`config.mk`:
```
export PLATFORM = sky130hd
export DESIGN_NAME = spi_slave
export DESIGN_NICKNAME = d
export VERILOG_FILES = /design/src/rtl/spi_pkg.sv /design/src/rtl/spi_bit_counter.sv /design/src/rtl/spi_slave.sv
export SDC_FILE = /design/constraint.sdc
export NUM_CORES = 1
export LEC_CHECK = 0
export ABC_CLOCK_PERIOD_IN_PS = 2000
export CORE_MARGIN = 4
export CORE_UTILIZATION = 50
export CTS_BUF_LIST = sky130_fd_sc_hd__clkbuf_16
export DETAILED_ROUTE_END_ITERATION = 10
export HOLD_SLACK_MARGIN = 0.05
export PLACE_DENSITY_LB_ADDON = 0.3
export SYNTH_ARGS = -nofsm -noshare
export SYNTH_HDL_FRONTEND = slang
export SYNTH_SLANG_ARGS = --single-unit
```
`constraint.sdc`:
```
create_clock -name i_clk -period 2 [get_ports i_clk]
set_clock_uncertainty 0.05 [all_clocks]
set_input_delay 0.4 -clock i_clk [delete_from_list [all_inputs] [get_ports i_clk]]
set_output_delay 0.4 -clock i_clk [all_outputs]
set_load 0.02 [all_outputs]
```
`src/rtl/spi_pkg.sv`:
```
// spi_pkg
// Shared definitions for the SPI slave slice: the FSM state encoding, the
// default word width, the default MISO fill word and a small helper that
// sizes the bit counter.
package spi_pkg;

  localparam int         SPI_DATA_WIDTH = 8;
  localparam logic [7:0] SPI_IDLE_FILL  = 8'h00;

  typedef enum logic {
    IDLE  = 1'b0,
    SHIFT = 1'b1
  } spi_state_t;

  // Counter width able to hold 0 .. w-1, never narrower than one bit.
  function automatic int cnt_width(input int w);
    return (w > 1) ? $clog2(w) : 1;
  endfunction

endpackage

```
`src/rtl/spi_bit_counter.sv`:
```
// spi_bit_counter
// Counts SCLK rising edges within one SPI word.
// Ports:
//   i_clk  - system clock
//   i_RST  - asynchronous active-high reset
//   en     - advance the count by one (wraps to 0 after DATA_WIDTH-1)
//   clr    - synchronous clear, wins over en
//   count  - current bit index
//   wrap   - high while count sits on the last bit of a word
module spi_bit_counter
  import spi_pkg::*;
#(
  parameter int DATA_WIDTH = SPI_DATA_WIDTH,
  parameter int CNT_W      = cnt_width(DATA_WIDTH)
) (
  input  logic             i_clk,
  input  logic             i_RST,
  input  logic             en,
  input  logic             clr,
  output logic [CNT_W-1:0] count,
  output logic             wrap
);

  assign wrap = (count == CNT_W'(DATA_WIDTH - 1));

  // Bit index register; an enable on the last bit rolls back to zero so the
  // next word starts cleanly without an explicit clear.
  always_ff @(posedge i_clk or posedge i_RST) begin
    if (i_RST) begin
      count <= '0;
    end else if (clr) begin
      count <= '0;
    end else if (en) begin
      count <= wrap ? '0 : count + 1'b1;
    end
  end

endmodule

```
`src/rtl/spi_slave.sv`:
```
// spi_slave
// SPI mode 0 (CPOL=0, CPHA=0), MSB-first slave running entirely in the i_clk
// domain. SCLK, SS_n and MOSI are synchronized and edge-detected; i_clk must
// run at least 4x SCLK.
// Ports:
//   i_clk, i_RST          - system clock, asynchronous active-high reset
//   i_SCLK, i_SS_n, i_MOSI - raw SPI inputs from the master
//   o_MISO, o_MISO_En     - slave data out and its drive enable
//   i_TX_Data/i_TX_Valid, o_TX_Ready - one-deep pending transmit word
//   o_RX_Data, o_RX_Valid - last received word and its update pulse
//   o_TX_Underrun         - pulse when IDLE_FILL had to be sent
//   o_Frame_Err           - pulse when SS_n rose in the middle of a word
module spi_slave
  import spi_pkg::*;
#(
  parameter int                    DATA_WIDTH = SPI_DATA_WIDTH,
  parameter logic [DATA_WIDTH-1:0] IDLE_FILL  = SPI_IDLE_FILL
) (
  input  logic                  i_clk,
  input  logic                  i_RST,
  input  logic                  i_SCLK,
  input  logic                  i_SS_n,
  input  logic                  i_MOSI,
  output logic                  o_MISO,
  output logic                  o_MISO_En,
  input  logic [DATA_WIDTH-1:0] i_TX_Data,
  input  logic                  i_TX_Valid,
  output logic                  o_TX_Ready,
  output logic [DATA_WIDTH-1:0] o_RX_Data,
  output logic                  o_RX_Valid,
  output logic                  o_TX_Underrun,
  output logic                  o_Frame_Err
);

  localparam int CNT_W = cnt_width(DATA_WIDTH);

  logic sclk_meta, sclk_sync, sclk_prev;
  logic ss_meta, ss_sync, ss_prev;
  logic mosi_meta, mosi_sync;
  logic sclk_rise, sclk_fall, ss_rise, ss_fall;

  spi_state_t state_q, state_d;

  logic             load_tx, shift_tx, shift_rx;
  logic             cnt_en, cnt_clr, frame_err_d;
  logic [CNT_W-1:0] bit_count;
  logic             bit_wrap;

  logic [DATA_WIDTH-1:0] rx_sr;
  logic [DATA_WIDTH-1:0] tx_sr;
  logic [DATA_WIDTH-1:0] pending_data;
  logic                  pending_valid;
  logic                  tx_hs;

  // Two-flop synchronizers plus one history flop for edge detection. Reset
  // values are the bus idle levels so no spurious edge appears on release.
  always_ff @(posedge i_clk or posedge i_RST) begin
    if (i_RST) begin
      sclk_meta <= 1'b0;
      sclk_sync <= 1'b0;
      sclk_prev <= 1'b0;
      ss_meta   <= 1'b1;
      ss_sync   <= 1'b1;
      ss_prev   <= 1'b1;
      mosi_meta <= 1'b0;
      mosi_sync <= 1'b0;
    end else begin
      sclk_meta <= i_SCLK;
      sclk_sync <= sclk_meta;
      sclk_prev <= sclk_sync;
      ss_meta   <= i_SS_n;
      ss_sync   <= ss_meta;
      ss_prev   <= ss_sync;
      mosi_meta <= i_MOSI;
      mosi_sync <= mosi_meta;
    end
  end

  assign sclk_rise = sclk_sync & ~sclk_prev;
  assign sclk_fall = ~sclk_sync & sclk_prev;
  assign ss_rise   = ss_sync & ~ss_prev;
  assign ss_fall   = ~ss_sync & ss_prev;

  // FSM state register.
  always_ff @(posedge i_clk or posedge i_RST) begin
    if (i_RST) begin
      state_q <= IDLE;
    end else begin
      state_q <= state_d;
    end
  end

  // Next state and datapath strobes. Deselect has priority over any SCLK edge
  // seen in the same cycle, so a master that drops SCLK and raises SS_n
  // together ends the frame without triggering a reload. A falling edge with
  // the counter at zero can only follow a completed word, so it reloads the
  // TX register instead of shifting.
  always_comb begin
    state_d     = state_q;
    load_tx     = 1'b0;
    shift_tx    = 1'b0;
    shift_rx    = 1'b0;
    cnt_en      = 1'b0;
    cnt_clr     = 1'b0;
    frame_err_d = 1'b0;
    unique case (state_q)
      IDLE: begin
        if (ss_fall) begin
          state_d = SHIFT;
          load_tx = 1'b1;
          cnt_clr = 1'b1;
        end
      end
      SHIFT: begin
        if (ss_rise) begin
          state_d     = IDLE;
          cnt_clr     = 1'b1;
          frame_err_d = (bit_count != '0);
        end else begin
          if (sclk_rise) begin
            shift_rx = 1'b1;
            cnt_en   = 1'b1;
          end
          if (sclk_fall) begin
            if (bit_count == '0) begin
              load_tx = 1'b1;
            end else begin
              shift_tx = 1'b1;
            end
          end
        end
      end
      default: state_d = IDLE;
    endcase
  end

  spi_bit_counter #(
    .DATA_WIDTH (DATA_WIDTH),
    .CNT_W      (CNT_W)
  ) u_bit_counter (
    .i_clk (i_clk),
    .i_RST (i_RST),
    .en    (cnt_en),
    .clr   (cnt_clr),
    .count (bit_count),
    .wrap  (bit_wrap)
  );

  // Receive path: the word is published when the last bit arrives, and the
  // valid pulse lines up with the new o_RX_Data value.
  always_ff @(posedge i_clk or posedge i_RST) begin
    if (i_RST) begin
      rx_sr      <= '0;
      o_RX_Data  <= '0;
      o_RX_Valid <= 1'b0;
    end else begin
      o_RX_Valid <= 1'b0;
      if (shift_rx) begin
        rx_sr <= {rx_sr[DATA_WIDTH-2:0], mosi_sync};
        if (bit_wrap) begin
          o_RX_Data  <= {rx_sr[DATA_WIDTH-2:0], mosi_sync};
          o_RX_Valid <= 1'b1;
        end
      end
    end
  end

  assign o_TX_Ready = ~pending_valid;
  assign tx_hs      = i_TX_Valid & ~pending_valid;

  // Transmit path. A load always sees the pending register as it was before
  // this edge, so a handshake landing on the same edge becomes the next word.
  always_ff @(posedge i_clk or posedge i_RST) begin
    if (i_RST) begin
      tx_sr         <= '0;
      pending_data  <= '0;
      pending_valid <= 1'b0;
      o_TX_Underrun <= 1'b0;
    end else begin
      o_TX_Underrun <= 1'b0;
      if (load_tx) begin
        if (pending_valid) begin
          tx_sr <= pending_data;
        end else begin
          tx_sr         <= IDLE_FILL;
          o_TX_Underrun <= 1'b1;
        end
      end else if (shift_tx) begin
        tx_sr <= {tx_sr[DATA_WIDTH-2:0], 1'b0};
      end
      if (tx_hs) begin
        pending_data  <= i_TX_Data;
        pending_valid <= 1'b1;
      end else if (load_tx) begin
        pending_valid <= 1'b0;
      end
    end
  end

  // Frame error pulse, registered so it is a clean single-cycle strobe.
  always_ff @(posedge i_clk or posedge i_RST) begin
    if (i_RST) begin
      o_Frame_Err <= 1'b0;
    end else begin
      o_Frame_Err <= frame_err_d;
    end
  end

  assign o_MISO_En = (state_q == SHIFT);
  assign o_MISO    = o_MISO_En & tx_sr[DATA_WIDTH-1];

endmodule

```
## After elaboration in Yosys (flattened, before gate mapping)

Index checks and enable logic that the tools add are counted.

- Flip-flop bits (word level): 47
- Logic and storage cells: 68

- Add/sub/neg operators: 1
- Equality and inequality tests: 1
- Muxes and demuxes: 30
- Bitwise logic cells: 12
- Reductions and logical operators: 6

Operators by type and width:

| cell | number |
|---|---|
| 8-bit 2-to-1 mux | 3 |
| 1-bit 2-to-1 mux | 21 |
| 3-bit 2-to-1 mux | 3 |
| 1-bit AND | 6 |
| 1-bit NOT | 6 |
| 1-bit one-hot mux with 2 select lines | 3 |
| 2-bit nonzero test | 3 |
| 3-bit by 1-bit adder with 3-bit output, second input constant | 1 |
| 3-bit equality test, second input constant | 1 |
| 3-bit logical NOT | 1 |
| 3-bit nonzero test | 1 |
| 2-bit AND reduction | 1 |

## Logic depth before layout (Yosys ltp)

Gate-level depths: netlist of run 1.

- Depth in word-level cells: 7
- Mapped depth: 7

## Cells and area by module

A second synthesis of run 1 with hierarchy kept.

- Cells, all modules: 150
- Area total of the unflattened synthesis: 1940.6 µm²

By module, submodules not included:

| module | times used | cells an instance | area each (µm²) | seq. area each (µm²) |
|---|---|---|---|---|
| spi_slave | 1 | 137 | 1785.5 | 1104.8 |
| spi_bit_counter | 1 | 13 | 155.1 | 75.1 |

## Worst setup path before layout of run 1

OpenSTA, ideal clock, no wires.

- Kind: register -> register
- From: reg ss_sync
- To: reg o_RX_Data[0]
- Arrival: 1.435 ns
- Path slack: 0.390 ns
- Stages on the path, launching flop included: 5
- Path buffers: 0
- Period minus slack after synthesis: 1.610 ns
- Path through: dfstp_2 -> nor2b_2 -> nor3_4 -> nand2_2 -> mux2_2

- Word-level cells in the longest chain between the ends: 4

RTL lines:

| what | RTL line | RTL |
|---|---|---|
| from (decl) | spi_slave.sv:38 | `logic ss_meta, ss_sync, ss_prev;` |
| from (signal assigned) | spi_slave.sv:72 | `ss_sync <= ss_meta;` |
| 1-bit AND | spi_slave.sv:81 | `assign ss_rise = ss_sync & ~ss_prev;` |
| 1-bit 2-to-1 mux | spi_slave.sv:115 | `if (ss_rise) begin` |
| 1-bit 2-to-1 mux | spi_slave.sv:106 | `unique case (state_q)` |
| 2-bit AND reduction (no source line) | n/a |  |
| to (signal assigned) | spi_slave.sv:161 | `o_RX_Data <= {rx_sr[DATA_WIDTH-2:0], mosi_sync};` |
| to (decl) | spi_slave.sv:29 | `output logic [DATA_WIDTH-1:0] o_RX_Data,` |

Every way passes these cells.
A chain may end at the register's enable or synchronous reset.

## Worst setup path in the final report of run 1

- From: reg state_q, in the netlist o_MISO_En
- To: out o_MISO

- Word-level cells in the longest chain between the ends: 1

RTL lines:

| what | RTL line | RTL |
|---|---|---|
| from (decl) | spi_slave.sv:42 | `spi_state_t state_q, state_d;` |
| from (signal assigned) | spi_slave.sv:89 | `state_q <= state_d;` |
| 1-bit AND | spi_slave.sv:210 | `assign o_MISO = o_MISO_En & tx_sr[DATA_WIDTH-1];` |
| to (decl) | spi_slave.sv:24 | `output logic o_MISO,` |

Every way passes these cells.

==> impl_metrics.csv, run 1 <==
group,metric,value,unit
floorplan,core-area,0.00366,mm²
clock_network,holdBufCountCts,0,
clock_network,cts_root_buf,"clkbuf_16",
run,maxCapViolations,0,
routing,dr.pass1.iters,4,
global_routing,grt_pass1_wl,5.66,mm
synth,synthMuxAreaShare,0.137,
power_and_ir_drop,p_int,2.08,mW
placement,gp_congestion,0.730,
routing,viasPerCell,5.29,
routing,ant_nets,0,
floorplan,chipHeight,69.4,µm
clock_network,htreeDepth,2,
routing,drtIter0Drc,37,
clock_network,cts_tree,"built",
timing,setup-violations-final,0,
final_layout,fillers,271,
power_and_ir_drop,seqPwrFrac,0.480,
routing,wl,3.22,mm
power_and_ir_drop,sw_frac_of_total,0.255,
synth,ys_seq_area_frac,0.625,
synth,synth-seq-cells,47,
synth,synth.top_cell.area_share,0.584,
synth,synth_top_family_by_area,"multiplexers",
timing,min_period,1.90,ns
global_routing,antenna_found_initial,0,
timing,maxSlewHeadroom,0.727,
critical_path,end_kind,"output port",
critical_path,critPathRequiredTime,1.55,ns
timing,finalMaxSlewViolations,0,
critical_path,crit_fanout,9,
final_layout,layout_commonest_cell,"dfrtp_1",
synth,synth-simple-area-share,0.0902,
synth,synth_compound_area_frac,0.0955,
placement,io_buffers,27,
final_layout,n_antenna_cell,0,
floorplan,ioPinCount,28,
synth,synth_warnings,0,
floorplan,num_rows,22,
synth,netlist_top_cells_area,"dfrtp_1, mux2_2, dfstp_2",
timing,fin_ws,0.103,ns
power_and_ir_drop,clock_power_share,0.324,
global_routing,grt.overflow.total,0,
floorplan,dieArea,0.00482,mm²
routing,routedWlPerCell,14.4,µm
synth,synthDistinctLibCells,27,
power_and_ir_drop,p_total,2.79,mW
synth,postSynthCellCount,140,
placement,pre_cts_ws,0.216,ns
synth,yosysTopAreaCell,"dfrtp_1",
global_routing,grt_use_total,0.153,
final_layout,layout.nets,192,
final_layout,area_delta_synth_final,27.3,%
routing,vias,1186,
synth,synth_fa_ha_area_frac,0.0199,
timing,setup_tns,0,ns
final_layout,mostFrequentLayoutCells,"dfrtp_1, clkdlybuf4s50_1, mux2_2",
hold_path,worstHoldPathType,"register to register",
timing,hold_viol,0,
placement,dpl.hpwl,2.37,mm
power_and_ir_drop,comb_power_share,0.196,
final_layout,final_layout_size_suffix_gt1_frac,0.267,
synth,syn_area_per_cell,13.5,µm²
power_and_ir_drop,leakage,1.07,nW
timing,min_period_over_period,0.948,
timing,timing.fmax,527,MHz
critical_path,start_kind,"register",
global_routing,grt_max_degree,48,
synth,synthXorXnorAreaFrac,0,
critical_path,criticalPathCategory,"register to output port",
clock_network,clock_path_buffers,2,
clock_network,cts_buffers,5,
synth,netlist_area,0.00189,mm²
floorplan,initial_core_util,0.515,
clock_network,clock_latency,0.28,ns
floorplan,dieWidth,69.4,µm
synth,syn-num-nets,157,
clock_network,cts_setup_buffers,0,
timing,tightestPinTransition,0.409,ns
critical_path,cp.arrival,1.45,ns
clock_network,cts_sinks,47,
power_and_ir_drop,power.density,1160,mW/mm²
clock_network,clk_pin_slew,0.06,ns
global_routing,grt_pass1_vias,1220,
routing,drc,0,
power_and_ir_drop,worst_ir_drop_vdd,0.954,mV
outcome,status,"completed",
timing,rsz0062_at_grt,"false",
power_and_ir_drop,switchingPower,0.713,mW
[sequential cells by signal, summed over array words and instances, names as in the netlist, 3 cells and up]
| name | cells |
|---|---|
| o_RX_Data | 8 |
| pending_data | 8 |
| tx_sr | 8 |
| u_bit_counter.count | 3 |
| rx_sr | 7 |
[worst max-delay path, cell delays in order, from the launching register on]
cell	delay (ns)
dfrtp_2	0.43
and2_1	0.14
clkdlybuf4s50_1	0.59
[metrics by stage]
| stage | instances | area, µm² | util | hold slack (ns) |
|---|---|---|---|---|
| finish | 224 | 2400 | 0.656 | 0.307 |
| global placement | 216 | 2240 | 0.611 | 0.288 |
| floorplan | 140 | 1890 | - | 0.281 |
| detailed placement | 216 | 2240 | 0.611 | 0.293 |
| CTS | 224 | 2400 | 0.656 | 0.309 |
| global route | 224 | 2400 | 0.656 | 0.311 |
[cell type report]
cell class              count  area, µm²  area share
well taps                  48       60.1      0.0250
inverters                   8       30.0      0.0125
clock inverters             3       38.8      0.0161
multi-input cells          81        647       0.269
repair buffers             32        320       0.133
clock buffers               5        125      0.0521
flip-flops and latches     47       1180       0.492
[cell families (layout without fill, tap and decap cells)]
kind of cell	count (synthesis)	after routing
flops	47	47
fa+ha+maj	3	3
simple gates	31	31
compound gates	24	24
mux	23	23
buf+inv	12	48
[metal layers]
metal | track usage | part of all wire
met3 | 0.0522 | 0.036
met5 | 0 | 0
met4 | 0.0824 | 0.027
met1 | 0.169 | 0.41
met2 | 0.258 | 0.53
[cell usage after synthesis]
| master | instances |
|---|---|
| clkbuf_1 | 2 |
| nand2_2 | 1 |
| a32o_1 | 2 |
| inv_1 | 8 |
| dfstp_2 | 3 |
| buf_6 | 2 |
| o21ai_0 | 1 |
| mux2_2 | 23 |
| a22o_1 | 2 |
| a21oi_1 | 14 |
| nor2b_1 | 2 |
| nor2_1 | 11 |
| and2_1 | 1 |
| nand3_1 | 7 |
| o41ai_2 | 1 |
| nor3_4 | 1 |
| nor2b_2 | 1 |
| nand2_1 | 3 |
| or3b_4 | 1 |
| nand2b_1 | 1 |
| a21o_2 | 1 |
| o31a_1 | 1 |
| ha_1 | 3 |
| nand3b_1 | 2 |
| o31ai_4 | 1 |
| dfrtp_1 | 44 |
| o41a_2 | 1 |
[path summary, 6_finish.rpt]
path | startpoint | end | slack (ns) | cells past startpoint
setup / recovery | o_MISO_En | o_MISO | 0.10 | 2
hold / removal | sclk_meta | sclk_sync | 0.31 | 0
setup reg to reg | ss_sync | o_RX_Data[2] | 0.21 | 4
hold reg to reg | sclk_meta | sclk_sync | 0.31 | 0
max in group asynchronous | i_RST | ss_prev | 1.22 | 3
min in group asynchronous | i_RST | o_RX_Data[6] | 0.41 | 3
[power by group through the flow]
stage,sequential (mW),clock [mW],combinational [mW]
floorplan,1.32,0,0.392
global placement,1.34,0,0.528
detailed placement,1.36,0,0.557
CTS,1.34,0.928,0.561
global route,1.37,0.967,0.601
finish,1.34,0.904,0.548
[what timing repair did]
item                                    CTS  global route
endpoints found under the setup margin    0             1
endpoints found under the hold margin     0             0
resized for setup                         0             1
Note: power is estimated with default switching activity, not from simulation.
==> run 2: changes to the inputs <==
ABC_CLOCK_PERIOD_IN_PS = default   (was 2000)
==> results of run 2 <==
No change in the layout: final DEF, timing and power equal those of run 1.
==> run 3: changes to the inputs <==
CAP_MARGIN = 20   (was default)
GPL_TIMING_DRIVEN = 1   (was default)
==> results of run 3 <==
No change in the layout: final DEF, timing and power equal those of run 1.
